===== src/rtl/dpi_stream_sequencer.sv =====
// dpi_stream_sequencer
// Front-end controller for a bank of per-regex DFA matcher wrappers sharing a
// single character bus. Each packet arrives as a header beat (s_sop) followed
// by payload bytes. For each packet the block:
//   - issues a one-cycle state-restore pulse (m_load_state);
//   - holds off characters until the wrappers have finished restoring state;
//   - forwards the payload bytes;
//   - waits for the DFA pipeline to drain;
//   - emits a one-cycle m_eop.
//
// Handshake: a beat transfers on every rising clk edge where s_valid && s_ready
// are both high. s_ready is a registered output and never depends
// combinationally on s_valid. A source may raise s_valid at any time. Once
// s_valid is high, the beat fields stay stable until the transfer edge.
//
// Timing relative to the m_load_state cycle T:
//   - WAIT occupies T+1 .. T+LOAD_LAT.
//   - STREAM starts at T+LOAD_LAT+1.
//   - A byte accepted in cycle C appears as m_char/m_char_vld in cycle C+1.
//   - m_eop follows the last m_char_vld cycle by exactly DRAIN_LAT cycles.
//   - For an empty packet, m_eop follows the last WAIT cycle by DRAIN_LAT cycles.

module dpi_stream_sequencer #(
    parameter int NUM_REGEX = 8,
    parameter int LOAD_LAT  = 3,
    parameter int DRAIN_LAT = 4
) (
    input  logic                 clk,
    input  logic                 rst_n,
    // packet input
    input  logic                 s_valid,
    output logic                 s_ready,
    input  logic                 s_sop,
    input  logic                 s_last,
    input  logic [5:0]           s_stream_id,
    input  logic [7:0]           s_data,
    // configuration
    input  logic                 cfg_we,
    input  logic [5:0]           cfg_stream_id,
    input  logic [NUM_REGEX-1:0] cfg_enable,
    input  logic                 cfg_clear,
    // matcher-wrapper side
    output logic                 m_load_state,
    output logic                 m_new_stream_id,
    output logic [5:0]           m_stream_id,
    output logic [7:0]           m_char,
    output logic                 m_char_vld,
    output logic                 m_eop,
    output logic [NUM_REGEX-1:0] m_enable,
    // status
    output logic                 busy,
    output logic [15:0]          pkt_cnt,
    output logic [15:0]          drop_cnt,
    output logic [2:0]           dbg_state
);

    localparam int CNT_W = 8;
    localparam logic [CNT_W-1:0] LOAD_CNT        = CNT_W'(LOAD_LAT);
    localparam logic [CNT_W-1:0] DRAIN_CNT       = CNT_W'(DRAIN_LAT);
    // An empty packet has no final character cycle, so the last WAIT cycle
    // plays that role. One fewer DRAIN cycle is therefore needed.
    localparam logic [CNT_W-1:0] DRAIN_CNT_EMPTY = CNT_W'(DRAIN_LAT - 1);

    typedef enum logic [2:0] {
        ST_IDLE   = 3'd0,
        ST_LOAD   = 3'd1,
        ST_WAIT   = 3'd2,
        ST_STREAM = 3'd3,
        ST_DRAIN  = 3'd4,
        ST_EOP    = 3'd5
    } state_t;

    state_t                 state_q, state_d;
    logic [CNT_W-1:0]       cnt_q, cnt_d;
    logic [5:0]             id_q;
    logic                   hdr_last_q;
    logic [63:0]            seen_q;
    logic [NUM_REGEX-1:0]   enable_tbl [64];

    logic                   accept;
    logic                   hdr_accept;
    logic                   drop_accept;
    logic                   char_accept;

    assign accept      = s_valid && s_ready;
    assign hdr_accept  = accept && (state_q == ST_IDLE) && s_sop;
    assign drop_accept = accept && (state_q == ST_IDLE) && !s_sop;
    // s_sop is deliberately ignored in STREAM: every beat there is payload.
    assign char_accept = accept && (state_q == ST_STREAM);

    assign dbg_state = state_q;

    // Next-state and phase-counter logic for the packet sequencing FSM.
    always_comb begin
        state_d = state_q;
        cnt_d   = cnt_q;
        case (state_q)
            ST_IDLE: begin
                if (hdr_accept) begin
                    state_d = ST_LOAD;
                end
            end
            ST_LOAD: begin
                state_d = ST_WAIT;
                cnt_d   = LOAD_CNT;
            end
            ST_WAIT: begin
                if (cnt_q <= CNT_W'(1)) begin
                    if (!hdr_last_q) begin
                        state_d = ST_STREAM;
                    end else if (DRAIN_CNT_EMPTY != '0) begin
                        state_d = ST_DRAIN;
                        cnt_d   = DRAIN_CNT_EMPTY;
                    end else begin
                        state_d = ST_EOP;
                    end
                end else begin
                    cnt_d = cnt_q - CNT_W'(1);
                end
            end
            ST_STREAM: begin
                if (char_accept && s_last) begin
                    state_d = ST_DRAIN;
                    cnt_d   = DRAIN_CNT;
                end
            end
            ST_DRAIN: begin
                if (cnt_q <= CNT_W'(1)) begin
                    state_d = ST_EOP;
                end else begin
                    cnt_d = cnt_q - CNT_W'(1);
                end
            end
            ST_EOP: begin
                state_d = ST_IDLE;
            end
            default: begin
                state_d = ST_IDLE;
                cnt_d   = '0;
            end
        endcase
    end

    // State register, with the registered handshake, strobe and status outputs.
    always_ff @(posedge clk) begin
        if (!rst_n) begin
            state_q    <= ST_IDLE;
            cnt_q      <= '0;
            s_ready    <= 1'b0;
            busy       <= 1'b0;
            m_load_state <= 1'b0;
            m_eop      <= 1'b0;
            m_char_vld <= 1'b0;
            m_char     <= '0;
            pkt_cnt    <= '0;
            drop_cnt   <= '0;
        end else begin
            state_q      <= state_d;
            cnt_q        <= cnt_d;
            s_ready      <= (state_d == ST_IDLE) || (state_d == ST_STREAM);
            busy         <= (state_d != ST_IDLE);
            m_load_state <= (state_d == ST_LOAD);
            m_eop        <= (state_d == ST_EOP);
            m_char_vld   <= char_accept;
            if (char_accept) begin
                m_char <= s_data;
            end
            if (state_q == ST_EOP) begin
                pkt_cnt <= pkt_cnt + 16'd1;
            end
            if (drop_accept && (drop_cnt != 16'hFFFF)) begin
                drop_cnt <= drop_cnt + 16'd1;
            end
        end
    end

    // Per-packet context: stream ID, enable snapshot, new-stream flag, header-last.
    always_ff @(posedge clk) begin
        if (!rst_n) begin
            id_q            <= '0;
            hdr_last_q      <= 1'b0;
            m_stream_id     <= '0;
            m_enable        <= '0;
            m_new_stream_id <= 1'b0;
        end else begin
            if (hdr_accept) begin
                id_q        <= s_stream_id;
                hdr_last_q  <= s_last;
                m_stream_id <= s_stream_id;
                // The snapshot is frozen here, so later table writes never
                // disturb a packet that is already in flight.
                m_enable    <= enable_tbl[s_stream_id];
                // A clear in the same cycle empties the table before LOAD.
                m_new_stream_id <= ~seen_q[s_stream_id] | cfg_clear;
            end else if (state_q == ST_LOAD) begin
                m_new_stream_id <= 1'b0;
            end else if (state_q == ST_EOP) begin
                m_stream_id <= '0;
                m_enable    <= '0;
                hdr_last_q  <= 1'b0;
            end
        end
    end

    // Seen-stream table. A clear takes effect first, then the LOAD set is applied.
    always_ff @(posedge clk) begin
        if (!rst_n) begin
            seen_q <= '0;
        end else begin
            if (cfg_clear) begin
                seen_q <= '0;
            end
            if (state_q == ST_LOAD) begin
                seen_q[id_q] <= 1'b1;
            end
        end
    end

    // Per-stream enable table. It resets to all-ones so unconfigured streams run every regex.
    always_ff @(posedge clk) begin
        if (!rst_n) begin
            for (int i = 0; i < 64; i++) begin
                enable_tbl[i] <= '1;
            end
        end else if (cfg_we) begin
            enable_tbl[cfg_stream_id] <= cfg_enable;
        end
    end

    // Both strobes are one-cycle pulses by construction.
    property p_load_pulse;
        @(posedge clk) disable iff (!rst_n) m_load_state |=> !m_load_state;
    endproperty
    assert property (p_load_pulse);

    property p_eop_pulse;
        @(posedge clk) disable iff (!rst_n) m_eop |=> !m_eop;
    endproperty
    assert property (p_eop_pulse);

endmodule


===== config.mk =====
export PLATFORM = sky130hd
export DESIGN_NAME = dpi_stream_sequencer
export DESIGN_NICKNAME = d
export VERILOG_FILES = /design/src/rtl/dpi_stream_sequencer.sv
export SDC_FILE = /design/constraint.sdc
export NUM_CORES = 1
export LEC_CHECK = 0
export BUFFER_PORTS_ARGS = -buffer_cell sky130_fd_sc_hd__buf_4
export CORE_MARGIN = 2
export CORE_UTILIZATION = 45
export CTS_CLUSTER_SIZE = 40
export DETAILED_ROUTE_END_ITERATION = 8
export HOLD_SLACK_MARGIN = 0.06
export PLACE_DENSITY = 0.71
export SLEW_MARGIN = 20
export SYNTH_ARGS = -nofsm -noshare
export SYNTH_HDL_FRONTEND = slang
export SYNTH_SLANG_ARGS = --single-unit

===== constraint.sdc =====
create_clock -name clk -period 2.2 [get_ports clk]
set_clock_uncertainty 0.2 [all_clocks]
set_input_delay 0.22 -clock clk [delete_from_list [all_inputs] [get_ports clk]]
set_output_delay 0.22 -clock clk [all_outputs]
set_load 0.01 [all_outputs]

==> summary.md <==
| Metric | Value |
|---|---|
| Result of the run | `complete, but fails checks` |
| Failing checks | `setup timing` |
| Comb pwr share | `approximately a tenth` |
| Chip width | `264 um` |
| Fin. Hold Viols | `0` |
| Routed WL | `a little over 80000 um` |
| Vias per inst | `~6.0` |
| Adder-cell share of the synthesized area | `less than 1%` |
| Post-place setup slack | `-0.484 ns` |
| H-tree Lvls | `3` |
| Storage element area | `between 15000 and 20000 um^2` |
| Syn_area_per_cell | `~13 um^2` |
| Placed insts | `around 3.4k` |
| Slew @ Worst Pin | `between 0.8 and 0.9 ns` |
| Final period util | `101%` |
| CTS Buf Count | `70` |
| CTS tree | `built` |
| Finished Layout Cells | `3509` |
| Fillers | `~5.4k` |
| Max-slew violations | `0` |
| Die Span Y | `~260 um` |
| Top cell type's share of synthesized area | `approximately half` |
| Maximum clock rate | `between 400 and 500 MHz` |
| WP data required | `~2.6 ns` |
| Clock sinks | `~650` |
| # setup viols final | `1` |
| Critical Path Start Type | `flip-flop` |
| Core area | `~67000 um^2` |
| Setup ws final | `-0.0122 ns` |
| Max Cap Violations | `0` |
| Hold WC Path Type | `in -> reg` |
| PortBufs | `97` |
| Sw Pwr | `0.00678 W` |
| Netlist Area Pre-Place | `30400 um^2` |
| Crit-path max FO | `4` |
| Worst Path Arrival | `approximately 2.6 ns` |
| Row count | `between 90 and 100` |
| PwrDens | `approximately 790 nW/um^2` |
| Count leader, synth | `edfxtp_1` |
| Hold slack | `0.0375 ns` |
| Post-synth top area cell | `edfxtp_1` |
| XOR/XNOR share of the synthesized area | `less than 1%` |
| Sw Share | `around a quarter` |
| CTS clk-pin slew, worst paths | `around 0.06 ns` |
| Drt wl/cell | `23.1 um` |
| Register area share after synthesis | `about three fifths` |
| Share of cells above drive strength 1 | `between 20 and 30%` |
| GRT Overall Usage | `a little under a quarter` |
| Setup crit end kind | `flip-flop` |
| P&R area growth vs syn | `18.9%` |
| Initial DRC count | `around 2.0k` |
| CTS Root Cell | `clkbuf_16` |
| P_int | `about 0.022 W` |
| Synth Area in Simple Gates | `~17%` |
| Final layout net count | `2619` |
| Antenna Nets Post-Route | `0` |
| Period minus WS final | `2.21 ns` |
| Synth top area cells | `edfxtp_1 51%, dfxtp_1 9.4%, or3_1 7.3%, mux4_2 7.2%, mux2i_1 4.0%` |
| Hold depth | `3` |
| Pre-antenna DRT Iters | `5` |
| Total negative slack | `-0.0122 ns` |
| Area of the multi-input gates | `11200 um^2` |
| RSZ-0062 raised after global routing | `true` |
| Final Power | `0.0284 W` |
| Die area | `69600 um^2` |
| Share of synthesized registers carrying an async set or reset | `0%` |
| Main synth FF type | `edfxtp_1` |
| Vias in the first global route | `between 20k and 25k` |
| Worst Reg2Reg Path Length in Cells | `5` |
| Largest family of logic cells by synthesized area | `simple AND/OR/NAND/NOR gates` |
| Largest net degree at the start of global routing | `94` |
| Syn. warnings | `0` |
| Buffers from clock root to sink, at most | `3` |
| Post-synthesis net count | `between 2k and 2.5k` |
| Synth Register Bits | `around 650` |
| Power share of the clock group | `about two fifths` |
| Critical path type | `reg -> reg` |
| Leak | `roughly 12 nW` |
| DP HPWL | `~50000 um` |
| Post-Synthesis Cells | `~2.4k` |
| DR vias | `around 21k` |
| Total I/O pin count | `98` |
| Final Wtd Congestion | `0.877` |
| Post-synthesis compound-gate area fraction | `approximately 6.3%` |
| Starting density of the core | `about 45%` |
| Initial antenna violation count | `2` |
| Global-route wire length before repair | `~120000 um` |
| Top post-synthesis cells by count | `512 x edfxtp_1, 352 x or3_1, 186 x clkbuf_1` |
| VDD IR max | `about 0.6 mV` |
| Number of flops mapped to enable cells by yosys | `roughly 500` |
| Slew HR | `between 40% and 50%` |
| Fraction of power consumed by sequential logic | `49.6%` |
| Residual DRC count | `0` |
| Mux cell area share after synthesis | `a little under an eighth` |
| Overflow after GRT | `0` |
| Skew-Pair Late Insertion Delay | `0.62 ns` |
| Cell variety after synth | `67` |
routing by layer:
metal  GRT usage, %  wire length (um)  part of all wire [%]  up-vias
met2           38.5             39600                    49      950
li1               -                 -                     -     9353
met3           4.35              7000                   8.6      148
met5              0                 0                     0        -
met4           7.40              2040                   2.5        0
met1           31.1             32500                    40    10468
registers in the layout (all words and copies together), names as in the netlist, 3 cells and up:
| register | cells |
|---|---|
| cnt_q | 8 |
| dbg_state | 3 |
| drop_cnt | 16 |
| enable_tbl | 512 |
| id_q | 6 |
| m_char | 8 |
| m_enable | 8 |
| m_stream_id | 6 |
| pkt_cnt | 16 |
| seen_q | 64 |
per-stage QoR:
step	area, um^2	utilization [%]
finish	36100	53.8
global route	36100	53.8
CTS	36000	53.6
detailed placement	33500	49.9
global placement	33500	49.9
floorplan	30400	-
cell type report:
type                       count  area share, %
timing repair buffer         367           9.00
clock buffer                  88           5.10
multi-input combinational   1471           31.2
antenna                        1        0.00693
tap                          873           3.03
sequential                   654           50.5
inverter                      16          0.166
clock inverter                39           1.06
cell usage in the layout, fill, tap and decap left out, types with 6 or more instances in the layout:
master | netlist | layout
o32a_1 | 6 | 6
nand2b_1 | 10 | 10
mux2i_1 | 120 | 120
mux2_2 | 8 | 8
and2_1 | 35 | 34
clkinv_1 | 2 | 11
dlygate4sd3_1 | 0 | 21
nand3_1 | 25 | 22
a211oi_1 | 7 | 7
nand4_1 | 10 | 10
and3_1 | 8 | 8
nand2_1 | 110 | 110
clkbuf_1 | 186 | 16
or2_2 | 183 | 183
nor4_1 | 12 | 6
nor4_2 | 2 | 8
nor2_1 | 107 | 103
o2bb2ai_1 | 28 | 28
or3_1 | 352 | 352
a21oi_1 | 88 | 87
dfxtp_1 | 142 | 138
clkbuf_16 | 0 | 70
nor3_1 | 13 | 8
clkinv_2 | 0 | 13
buf_4 | 9 | 309
a22oi_1 | 50 | 50
xor2_1 | 8 | 8
xnor2_1 | 12 | 12
mux4_2 | 97 | 100
o21ai_0 | 60 | 39
o21ai_1 | 2 | 23
inv_1 | 14 | 14
buf_12 | 0 | 34
edfxtp_1 | 512 | 512
a221o_1 | 9 | 9
nand3b_1 | 7 | 7
nor2b_1 | 21 | 16
worst max-delay path, cell delays in order, from the launching register on:
cell and delay [ns]:
dfxtp_1 0.31, or4_4 0.55, or4b_4 0.58, o21ai_2 0.18, and2_4 0.16, and4_1 0.20
kinds of logic after synthesis:
kind of cell / count (synthesis)
AO/OA/AOI/OAI: 291
XOR/XNOR: 20
adder cells (fa/ha/maj): 4
buffers and inverters: 256
flip-flops: 654
multiplexers: 231
AND/OR/NAND/NOR: 925
worst paths after layout:
check,startpoint,to,slack (ns)
min,rst_n,dbg_state[2],0.04
min reg2reg,seen_q[61],seen_q[61],0.26
max reg2reg,cnt_q[3],m_eop,-0.01
max,cnt_q[3],m_eop,-0.01
repair_timing:
| action | in CTS | in global routing |
|---|---|---|
| hold endpoints to repair | 107 | 0 |
| setup buffers | 1 | 3 |
| pin swaps | 3 | 11 |
| resized for setup | 12 | 32 |
| endpoints found under the setup margin | 8 | 64 |
| hold buffers | 22 | 0 |
power by group through the flow:
stage	sequential [W]	clock (W)	combinational [W]
6_report	0.0141	0.0115	0.00282
4_1_cts	0.0141	0.0116	0.00275
2_1_floorplan	0.0143	0	0.00154
3_5_place_dp	0.0144	0	0.00269
5_1_grt	0.0141	0.0121	0.00300
3_3_place_gp	0.0143	0	0.00263
(Power assumes the default switching activity.)
